File: src/rtl/low_synth_pkg.sv
// low_synth_pkg: shared widths, FSM encoding and synthesis low-pass coefficients.
package low_synth_pkg;
  localparam int DW_DEF = 16;
  localparam int CW_DEF = 9;
  localparam int OW_DEF = 28;
  localparam int ACCW_DEF = DW_DEF + CW_DEF + 2;
  typedef logic [2:0] state_t;
  localparam state_t IDLE  = 3'd0;
  localparam state_t MAC_E = 3'd1;
  localparam state_t OUT_E = 3'd2;
  localparam state_t MAC_O = 3'd3;
  localparam state_t OUT_O = 3'd4;
  localparam logic signed [CW_DEF-1:0] H [0:7] = '{
    9'sd59, 9'sd183, 9'sd162, -9'sd7, -9'sd48, 9'sd8, 9'sd8, -9'sd3
  };
endpackage

File: src/rtl/low_synth_mac.sv
// low_synth_mac: registered signed multiply-accumulate with synchronous clear and enable.
module low_synth_mac #(
  parameter int DW   = 16,
  parameter int CW   = 9,
  parameter int ACCW = DW + CW + 2
) (
  input  logic                   clk,
  input  logic                   reset_ni,
  input  logic                   clr_i,
  input  logic                   en_i,
  input  logic signed [DW-1:0]   a_i,
  input  logic signed [CW-1:0]   b_i,
  output logic signed [ACCW-1:0] acc_o
);
  logic signed [DW+CW-1:0] prod;
  logic signed [ACCW-1:0]  acc_q, acc_d;
  assign prod = a_i * b_i;
  always_comb acc_d = clr_i ? '0 : en_i ? acc_q + ACCW'(prod) : acc_q;
  always_ff @(posedge clk or negedge reset_ni)
    if (!reset_ni) acc_q <= '0;
    else acc_q <= acc_d;
  assign acc_o = acc_q;
endmodule

File: src/rtl/low_synth.sv
// low_synth: polyphase upsample-by-2 8-tap FIR, one shared MAC, two outputs per input.
// Define LOW_SYNTH_OVR_EN to add the sticky ovr flag for samples dropped while busy.
module low_synth
  import low_synth_pkg::*;
#(
  parameter int DW = DW_DEF,
  parameter int CW = CW_DEF,
  parameter int OW = OW_DEF
) (
  input  logic                 clk,
  input  logic                 reset,
`ifdef LOW_SYNTH_OVR_EN
  input  logic                 ovr_clr,
  output logic                 ovr,
`else
  // without the flag, overrun samples vanish silently
`endif
  input  logic signed [DW-1:0] data_in,
  input  logic                 data_in_ready,
  output logic signed [OW-1:0] data_out,
  output logic                 data_out_flag,
  output logic                 busy
);
  localparam int ACCW = DW + CW + 2;
  state_t                 state_q, state_d;
  logic [1:0]             tap_q, tap_d;
  logic signed [DW-1:0]   x_q [0:3];
  logic signed [DW-1:0]   x_d [0:3];
  logic signed [OW-1:0]   data_out_q, data_out_d;
  logic                   flag_d, flag_q, accept, mac_en;
  logic signed [ACCW-1:0] acc;
  logic signed [CW-1:0]   coef;
  assign accept = data_in_ready && state_q == IDLE;
  assign mac_en = state_q == MAC_E || state_q == MAC_O;
  assign coef   = CW'(H[{tap_q, state_q == MAC_O}]);
  always_comb begin
    state_d = state_q;
    case (state_q)
      IDLE:    state_d = data_in_ready ? MAC_E : IDLE;
      MAC_E:   state_d = tap_q == 2'd3 ? OUT_E : MAC_E;
      OUT_E:   state_d = MAC_O;
      MAC_O:   state_d = tap_q == 2'd3 ? OUT_O : MAC_O;
      default: state_d = IDLE;
    endcase
  end
  always_comb begin
    tap_d      = mac_en ? tap_q + 2'd1 : 2'd0;
    flag_d     = state_q == OUT_E || state_q == OUT_O;
    data_out_d = flag_d ? OW'(acc) : data_out_q;
    x_d        = accept ? '{data_in, x_q[0], x_q[1], x_q[2]} : x_q;
  end
  always_ff @(posedge clk or negedge reset)
    if (!reset) begin
      state_q    <= IDLE;
      tap_q      <= '0;
      x_q        <= '{default: '0};
      data_out_q <= '0;
      flag_q     <= 1'b0;
    end else begin
      state_q    <= state_d;
      tap_q      <= tap_d;
      x_q        <= x_d;
      data_out_q <= data_out_d;
      flag_q     <= flag_d;
    end
  // the accumulator restarts on acceptance and again after the even result is taken
  low_synth_mac #(.DW(DW), .CW(CW), .ACCW(ACCW)) u_mac (
    .clk      (clk),
    .reset_ni (reset),
    .clr_i    (accept || state_q == OUT_E),
    .en_i     (mac_en),
    .a_i      (x_q[tap_q]),
    .b_i      (coef),
    .acc_o    (acc)
  );
  assign data_out      = data_out_q;
  assign data_out_flag = flag_q;
  assign busy          = state_q != IDLE;
`ifdef LOW_SYNTH_OVR_EN
  logic ovr_q;
  always_ff @(posedge clk or negedge reset)
    if (!reset) ovr_q <= 1'b0;
    else ovr_q <= (data_in_ready && busy) ? 1'b1 : ovr_clr ? 1'b0 : ovr_q;
  assign ovr = ovr_q;
`else
`endif
endmodule

File: config.mk
export PLATFORM = sky130hd
export DESIGN_NAME = low_synth
export DESIGN_NICKNAME = d
export VERILOG_FILES = /design/src/rtl/low_synth_pkg.sv /design/src/rtl/low_synth_mac.sv /design/src/rtl/low_synth.sv
export SDC_FILE = /design/constraint.sdc
export NUM_CORES = 1
export LEC_CHECK = 0
export BUFFER_PORTS_ARGS = -buffer_cell sky130_fd_sc_hd__buf_2
export CAP_MARGIN = 15
export CORE_MARGIN = 2
export CORE_UTILIZATION = 54
export DETAILED_ROUTE_END_ITERATION = 8
export GPL_TIMING_DRIVEN = 0
export PLACE_DENSITY_LB_ADDON = 0.1
export SKIP_LAST_GASP = 1
export SYNTH_ARGS = -nofsm -noshare
export SYNTH_HDL_FRONTEND = slang
export SYNTH_HIERARCHICAL = 1
export SYNTH_SLANG_ARGS = --single-unit
File: constraint.sdc
create_clock -name clk -period 12.8 [get_ports clk]
set_input_delay 1.92 -clock clk [delete_from_list [all_inputs] [get_ports clk]]
set_output_delay 1.92 -clock clk [all_outputs]
set_load 0.05 [all_outputs]
=== Word-level counts from Yosys, hierarchy flattened ===
Memory sizes are Yosys's and may differ from the RTL's.
Index checks and enable logic that the tools add are counted.

* Add/sub/neg operators: 2
* Magnitude comparators: 2
* Reductions and logical operators: 7
* Multiplexer cells: 12
* Bitwise logic cells: 2
* Multiply operators: 1
* Equality and inequality tests: 5

{| class="wikitable"
|+ Operators by type and width
! kind !! count
|-
| $mux W27 || 2
|-
| $bmux W16 S2 || 1
|-
| $mux W16 || 2
|-
| $add A27 B27 Y27 || 1
|-
| $mul A16 B9 Y25 || 1
|-
| $mux W9 || 2
|-
| $pmux W3 S4 || 1
|-
| $eq A3 B2 Y1 const B || 2
|-
| $ge A4 B4 Y1 const B || 1
|-
| $mux W2 || 2
|-
| $not A3 Y4 || 1
|-
| $eq A3 B1 Y1 const B || 1
|-
| $eq A3 B3 Y1 const B || 1
|-
| $ge A3 B3 Y1 const B || 1
|-
| $logic_not A3 Y1 || 1
|-
| $logic_or A1 B1 Y1 || 3
|-
| $mux W3 || 1
|-
| $not A2 Y3 || 1
|-
| $reduce_bool A3 Y1 || 1
|-
| $add A2 B1 Y2 const B || 1
|-
| $eq A2 B2 Y1 const B || 1
|-
| $reduce_bool A2 Y1 || 1
|-
| $logic_and A1 B1 Y1 || 1
|-
| $mux W1 || 1
|}

* Memories: 1
* Output and inout port bits: 30
* Memory bits (read-only): 72
* Register bits: 124

{| class="wikitable"
|+ Memory list
! name !! depth !! width !! read ports !! clocked after Yosys merged registers in !! write ports !! line !! RTL
|-
| (no name shown) || 8 || 9 || 1 || 0 || 0 || low_synth.sv:35 || <nowiki>assign coef = CW'(H[{tap_q, state_q == MAC_O}]);</nowiki>
|}

=== Depth between registers and ports, before layout ===
Gate-level depths: netlist (run 1).

* Word-level depth: 9
* Gate-level depth with buffers: 37
* Depth with buffers taken out: 35

=== By module ===
Netlist (run 1), hierarchy kept.

{| class="wikitable"
|+ Modules (own cells, without submodules)
! module !! area an instance (µm²) !! times used !! cells each !! sequential area each (µm²)
|-
| low_synth_mac || 7,289.5 || 1 || 813 || 675.6
|-
| low_synth || 4,189.0 || 1 || 255 || 2,427.3
|}

=== Least setup slack after synthesis (run 1) ===
OpenSTA, ideal clock, no wires.

* Path kind: register to register
* Start point: register state_q[0]
* End point: register u_mac.acc_q[26] (netlist: u_mac/acc_o[26])
* Stages on the path, launching flop included: 37
* Required time: 12.672 ns
* Clock period less this slack: 8.120 ns
* Slack: 4.680 ns
* Arrival time: 7.992 ns
* Cells stage by stage: dfrtp_1 > nor2b_1 > and2_1 > inv_1 > ha_1 > nor2b_1 > a21oi_1 > clkbuf_1 > nand2_1 > fa_1 > inv_1 > fa_1 > ha_1 > inv_1 > fa_1 > inv_1 > ha_1 > ha_1 > inv_1 > fa_1 > nor2b_1 > o21ai_1 > a21boi_0 > o21ai_1 > a211oi_1 > nor3_1 > o21bai_1 > xor2_1 > ha_1 > a21oi_1 > inv_1 > a2111o_1 > a32oi_2 > a21oi_1 > or3_1 > mux2i_1 > mux2_1

* Elaborated cells on any way between the ends: 16
* Those cells by class: 1 x add/sub; 1 x mul; 3 x eq/ne; 4 x mux; 1 x bitwise; 5 x reduce/logical; 1 x memory

{| class="wikitable"
|+ RTL lines
! what !! line !! RTL
|-
| from (decl) || low_synth.sv:25 || <nowiki>state_t state_q, state_d;</nowiki>
|-
| from (signal assigned) || low_synth.sv:60 || <nowiki>state_q <= state_d;</nowiki>
|-
| $eq A3 B1 Y1 or $eq A3 B2 Y1 (tied branches) || low_synth.sv:34 || <nowiki>assign mac_en = state_q == MAC_E || state_q == MAC_O;</nowiki>
|-
| $logic_or A1 B1 Y1 (*) || low_synth.sv:34 ||
|-
| named net mac_en || low_synth.sv:30 || <nowiki>logic flag_d, flag_q, accept, mac_en;</nowiki>
|-
| $reduce_bool A2 Y1 (no line) (*) || -- ||
|-
| to (signal assigned) || low_synth_mac.sv:20 || <nowiki>if (!reset_ni) acc_q <= '0;</nowiki>
|-
| to (signal assigned) || low_synth_mac.sv:21 || <nowiki>else acc_q <= acc_d;</nowiki>
|-
| to (decl) || low_synth_mac.sv:16 || <nowiki>logic signed [ACCW-1:0] acc_q, acc_d;</nowiki>
|}

Mark *: on every way through the listed nets, which the timed path passes. The rest lies on a longest branch. The select of a mux whose other input is x is not followed.
A chain may end at the register's enable or synchronous reset.

=== Final worst setup path (run 1) ===
Ends and elaborated chain as after synthesis.

==> flow_summary.ini, run 1 <==
[worst_setup_path]
cp_slowest_stage_delay_ps = 660
path_max_fanout = 10
start_kind = register
crit_top_cell = inv_1
crit_type = register to register
slowest_stage = a21oi_1
endpoint_kind = register
cp.required_ps = 13090
worst-endpoint-arrival_ps = 10000

[floorplanning]
die_w_um = 150
start_util = 0.548
num_rows = 53
die_area_sq_um = 22400
pin_count = 49
dieHeight_um = 150
core_sq_um = 21000

[logic_synthesis]
ys.flop_type = dfrtp_1
synthCells = 1068
syn_area_sq_um = 11500
ys_ff_latch = 124
synth_cell_types = 67
yosys.cell_count.top_type = dfrtp_1
yosys_warnings = 6
ys_seq_area_frac = 0.270
syn_nets = 1290
ys_async_sr_fraction = 1.00
synth_top_cell_by_area = dfrtp_1
avgSynthCellArea_sq_um = 10.7
synth_edf_count = 0
synthTopCellsByCount = dfrtp_1, fa_1, inv_1, nand2_1, mux2_2
synth.area.top_cells = dfrtp_1, fa_1, ha_1
synth_top_area_frac = 0.270

[clock_tree]
cts_tree = done
worstSkewPairLatency_ps = 420
numCtsBuffers = 17
cts.hold.buffers_added = 0
cts.sinks = 124
root_buffer = clkbuf_16
post_cts_resized = 0
cts_setup_buffers = 0
htree_levels = 4
clockBufferDepth = 2
clk_pin_slew_ps = 60

[routing]
ant_nets = 0
drtIter0Drc = 455
route.vias.total = 7971
drcViolationCount = 0
drt-total-wl_um = 25400
via_per_inst = 5.60
wire_per_inst_um = 17.8
first_pass_iters = 6

[final_layout]
antennaDiodeCount = 0
n_fill_cell = 1764
fin_area_sq_um = 12700
syn2layout_area_growth_pct = 10.5
utilization = 0.605
fin_nets = 1359
drive_gt1_frac = 0.184

[timing]
finalMaxSlewViolations = 0
finalSetupViolCount = 0
slew_headroom = 0.224
worst_pin_slew_ps = 1150
max_freq_mhz = 103
tns_ps = 0
finalHoldViolCount = 0
finalWorstPathRequiredPeriod_ps = 9710
layout_worst_path_cycle_share = 0.759
rsz0062_at_grt = false
skew_ps = 11.5
holdWs_ps = 499

[worst_hold_path]
hold_class = register to register

[global_route]
grt_use_total = 0.244
grt_overflow = 0
grt_pass1_vias = 8280
grt_pass1_wl_um = 42300
antenna_found_initial = 0
grt_max_degree = 98

[outcome]
outcome = complete, no violations

[placed_design]
dp_hpwl_um = 19500
place_area_sq_um = 12100
port_buffers = 48
gp_congestion = 0.861

[job]
max_cap_violations = 0
-- worst max-delay path: cells and delay by family (launching register included) --
kind | cells | cell delay [ps]
multiplexers | 2 | 480
buffers and inverters | 6 | 870
XOR/XNOR | 1 | 200
AO/OA/AOI/OAI | 10 | 2610
AND/OR/NAND/NOR | 7 | 1740
flip-flops | 1 | 480
adder cells (fa/ha/maj) | 8 | 3180
-- registers in the layout, indices dropped and copies added (netlist names) --
| name | flops |
|---|---|
| u_mac/acc_o | 27 |
| tap_q | 2 |
| data_out_flag | 1 |
| x_q | 64 |
| state_q | 3 |
| data_out | 27 |
-- layer usage --
layer  GRT usage  share of wire  vias to the layer above
met5           0              0                        -
met4      0.0580          0.010                        0
met3      0.0317          0.030                       19
met2       0.412           0.50                      118
met1       0.338           0.46                     4097
li1            -              -                     3737
-- cell families after synthesis --
kind of cell               count (synthesis)  synth area share
xor gates and xnor gates                  34            0.0271
muxes                                    122             0.134
AOI/OAI and AO/OA                        143            0.0843
adders and majority gates                203             0.300
DFF                                      124             0.270
and+or+nand+nor                          289             0.129
buffers and inverters                    153            0.0556
-- cells in the final DEF (no fill, tap or decap), types with 7 or more instances in the layout --
cell type  instances
a211oi_1           9
a21o_1            15
a21oi_1           37
and2_1            72
buf_2             49
buf_6              7
clkbuf_1          24
clkbuf_16         17
dfrtp_1          124
fa_1             120
ha_1              83
inv_1            111
mux2_2            88
mux2i_1           13
mux4_2            16
nand2_1           89
nand2b_1          10
nand4_1            7
nor2_1            53
nor2b_1           13
nor3_1             8
nor3b_1            7
o21a_1             9
o21ai_0           22
o21ai_1            7
o21bai_1           7
xnor2_1           23
xor2_1            10
-- cell type report --
class,instances,area [sq um],share of cell area
Inverter,111,417,0.0328
Clock inverter,14,158,0.0124
Tap cell,275,344,0.0271
Clock buffer,17,425,0.0335
Buffer,42,221,0.0175
Timing Repair Buffer,50,282,0.0222
Sequential cell,124,3100,0.245
Multi-Input combinational cell,791,7740,0.610
-- worst paths after layout --
check	from	endpoint	slack, ps	depth (start not counted)
worst max-delay path	state_q[0]	u_mac/acc_o[26]	3090	34
worst min-delay path	data_out[2]	data_out[2]	500	1
worst max register to register	state_q[0]	u_mac/acc_o[26]	3090	34
worst min register to register	data_out[2]	data_out[2]	500	1
max in group asynchronous	reset	x_q[55]	10650	2
min in group asynchronous	reset	data_out[2]	1370	1
-- per-stage QoR --
| stage | worst slack (ps) | instances |
|---|---|---|
| 2_1_floorplan | 4680 | 1068 |
| 3_3_place_gp | 2400 | 1391 |
| 3_5_place_dp | 3130 | 1393 |
| 4_1_cts | 3060 | 1424 |
| 5_1_grt | 2390 | 1424 |
| 6_report | 3090 | 1424 |
Power of run 1 is left out: the tool's default activity adds up to more than one toggle a clock period on the data nets, which glitch-free logic cannot reach.
==> run 2, diff against run 1 <==
--- a/config.mk
+++ b/config.mk
@@ -5,6 +5,7 @@
 export SDC_FILE = /design/constraint.sdc
 export NUM_CORES = 1
 export LEC_CHECK = 0
+export ABC_AREA = 1
 export BUFFER_PORTS_ARGS = -buffer_cell sky130_fd_sc_hd__buf_2
 export CAP_MARGIN = 15
 export CORE_MARGIN = 2
==> constraint.sdc (replaced) <==
create_clock -name clk -period 9.6 [get_ports clk]
set_input_delay 1.44 -clock clk [delete_from_list [all_inputs] [get_ports clk]]
set_output_delay 1.44 -clock clk [all_outputs]
set_load 0.05 [all_outputs]
==> run 2 against run 1 <==
Compared with the run above:
- global-route usage grew 3.7 points
- synthesized area grew 7.5%
- synthesized cell count is 52% higher
- critical path type unchanged
- clock-buffer cell count increased by 1
- setup slack lost 1700 ps
- first-iteration DRC count grew 86%
- cell count grew 40%
- clock skew grew 2.1 ps
- design area rose by 6.7%
- register-to-register slack got worse by 1700 ps
- via count rose by 33%
- critical path depth is 1 higher
==> flow_summary.ini, run 2 <==
[outcome]
outcome = complete, no violations

[job]
max_cap_violations = 0

[timing]
tns_ps = 0
worst_pin_slew_ps = 680
layout_worst_path_cycle_share = 0.857
max_freq_mhz = 122
finalWorstPathRequiredPeriod_ps = 8230
slew_headroom = 0.547
rsz0062_at_grt = false
finalMaxSlewViolations = 0
finalHoldViolCount = 0
finalSetupViolCount = 0
skew_ps = 13.6

[logic_synthesis]
synthTopCellsByCount = nand2_1, inv_1, dfrtp_1, fa_1, ha_1
synth.area.top_cells = dfrtp_1, fa_1, nand2_1
synth_top_cell_by_area = dfrtp_1
ys_ff_latch = 124
synth_top_area_frac = 0.251
ys_seq_area_frac = 0.251
synth_cell_types = 46
avgSynthCellArea_sq_um = 7.59
yosys_warnings = 6
syn_area_sq_um = 12300
ys.flop_type = dfrtp_1
ys_async_sr_fraction = 1.00
synthCells = 1627
synth_edf_count = 0
yosys.cell_count.top_type = nand2_1
syn_nets = 1849

[worst_setup_path]
cp.required_ps = 9910
r2r_end = u_mac/acc_o[25]
endpoint_kind = register
path_max_fanout = 10
start_kind = register
rrSetupSlack_ps = 1370
cp_slowest_stage_delay_ps = 540
slowest_stage = fa_1
ff2ff_path_depth = 35
critPathBufInv = 7
path_delay_family = adder cells
r2r_start = state_q[1]
worst-endpoint-arrival_ps = 8540
crit_top_cell = nand2_1
crit_type = register to register

[clock_tree]
worstSkewPairLatency_ps = 430
root_buffer = clkbuf_16
cts.sinks = 124
post_cts_resized = 0
cts_tree = done
clk_pin_slew_ps = 70
cts_setup_buffers = 0
cts.hold.buffers_added = 0
htree_levels = 4
clockBufferDepth = 2
numCtsBuffers = 17

[routing]
route.vias.total = 10600
ant_nets = 0
wire_per_inst_um = 15.9
first_pass_iters = 5
drcViolationCount = 0
drtIter0Drc = 845
drt-total-wl_um = 31600
via_per_inst = 5.33

[worst_hold_path]
hp-start = x_q[1]
holdPathEnd = x_q[1]
hold_class = register to register
holdPathStages = 2

[floorplanning]
core_sq_um = 22600
die_w_um = 155
start_util = 0.547
num_rows = 55
pin_count = 49
dieHeight_um = 155
die_area_sq_um = 24100

[final_layout]
antennaDiodeCount = 0
drive_gt1_frac = 0.0925
syn2layout_area_growth_pct = 9.69
fin_nets = 1917
largest_reg_flops = 64
final_cells = 1993
final_common_cell = nand2_1
regMostFlops = x_q
layout_common_cells = nand2_1, inv_1, dfrtp_1

[global_route]
grt_pass1_wl_um = 53600
antenna_found_initial = 0
grt_overflow = 0
grt_use_total = 0.281
grt_max_degree = 69
grt_pass1_vias = 10400

[placed_design]
dp_hpwl_um = 24900
gp_congestion = 0.919
dp_cells = 1961
port_buffers = 48
run 2: area by class of cell:
cell class / count / area, sq um
clock inverters: 14 / 136
fillers: 2113 / 9030
well taps: 285 / 357
multi-input cells: 1161 / 7890
plain buffers: 82 / 370
flip-flops and latches: 124 / 3100
repair buffers: 49 / 274
clock buffers: 18 / 429
inverters: 260 / 976
run 2: layer usage:
layer  track usage  wire, um
met1         0.423     14900
met2         0.431     14100
met3        0.0384      2060
met4        0.0743       575
met5             0         0
run 2: worst max path at each step:
| stage | to | depth (start not counted) | slack (ps) | startpoint |
|---|---|---|---|---|
| detailed placement | u_mac/acc_o[25] | 35 | 1510 | state_q[1] |
| global route | u_mac/acc_o[25] | 36 | 740 | state_q[1] |
| floorplan | u_mac/acc_o[26] | 34 | 2790 | state_q[1] |
| global placement | u_mac/acc_o[25] | 35 | 1620 | state_q[1] |
| CTS | u_mac/acc_o[25] | 35 | 1380 | state_q[1] |
| finish | u_mac/acc_o[25] | 35 | 1370 | state_q[1] |
run 2: metrics by stage:
stage	hold WS [ps]	cell area, sq um	util	setup WS (ps)
after floorplan	442	12300	-	2790
after global placement	455	12900	0.573	1620
after detailed placement	459	13000	0.575	1510
after CTS	476	13500	0.600	1380
after global routing	494	13500	0.600	737
final	472	13500	0.600	1370
run 2: cell families (layout without fill, tap and decap cells):
kind of cell | Yosys count | after routing | share of synthesized area
simple gates | 773 | 773 | 0.269
buf+inv | 342 | 423 | 0.109
fa+ha+maj | 203 | 203 | 0.279
compound gates | 161 | 161 | 0.0750
flops | 124 | 124 | 0.251
xor+xnor | 24 | 24 | 0.0170
run 2: worst min-delay path, delay by kind of cell, from the launching register on:
family	cells	cell delay, ps
flip-flops	1	340
AND/OR/NAND/NOR	2	110
Power of run 2 is left out for the same reason.
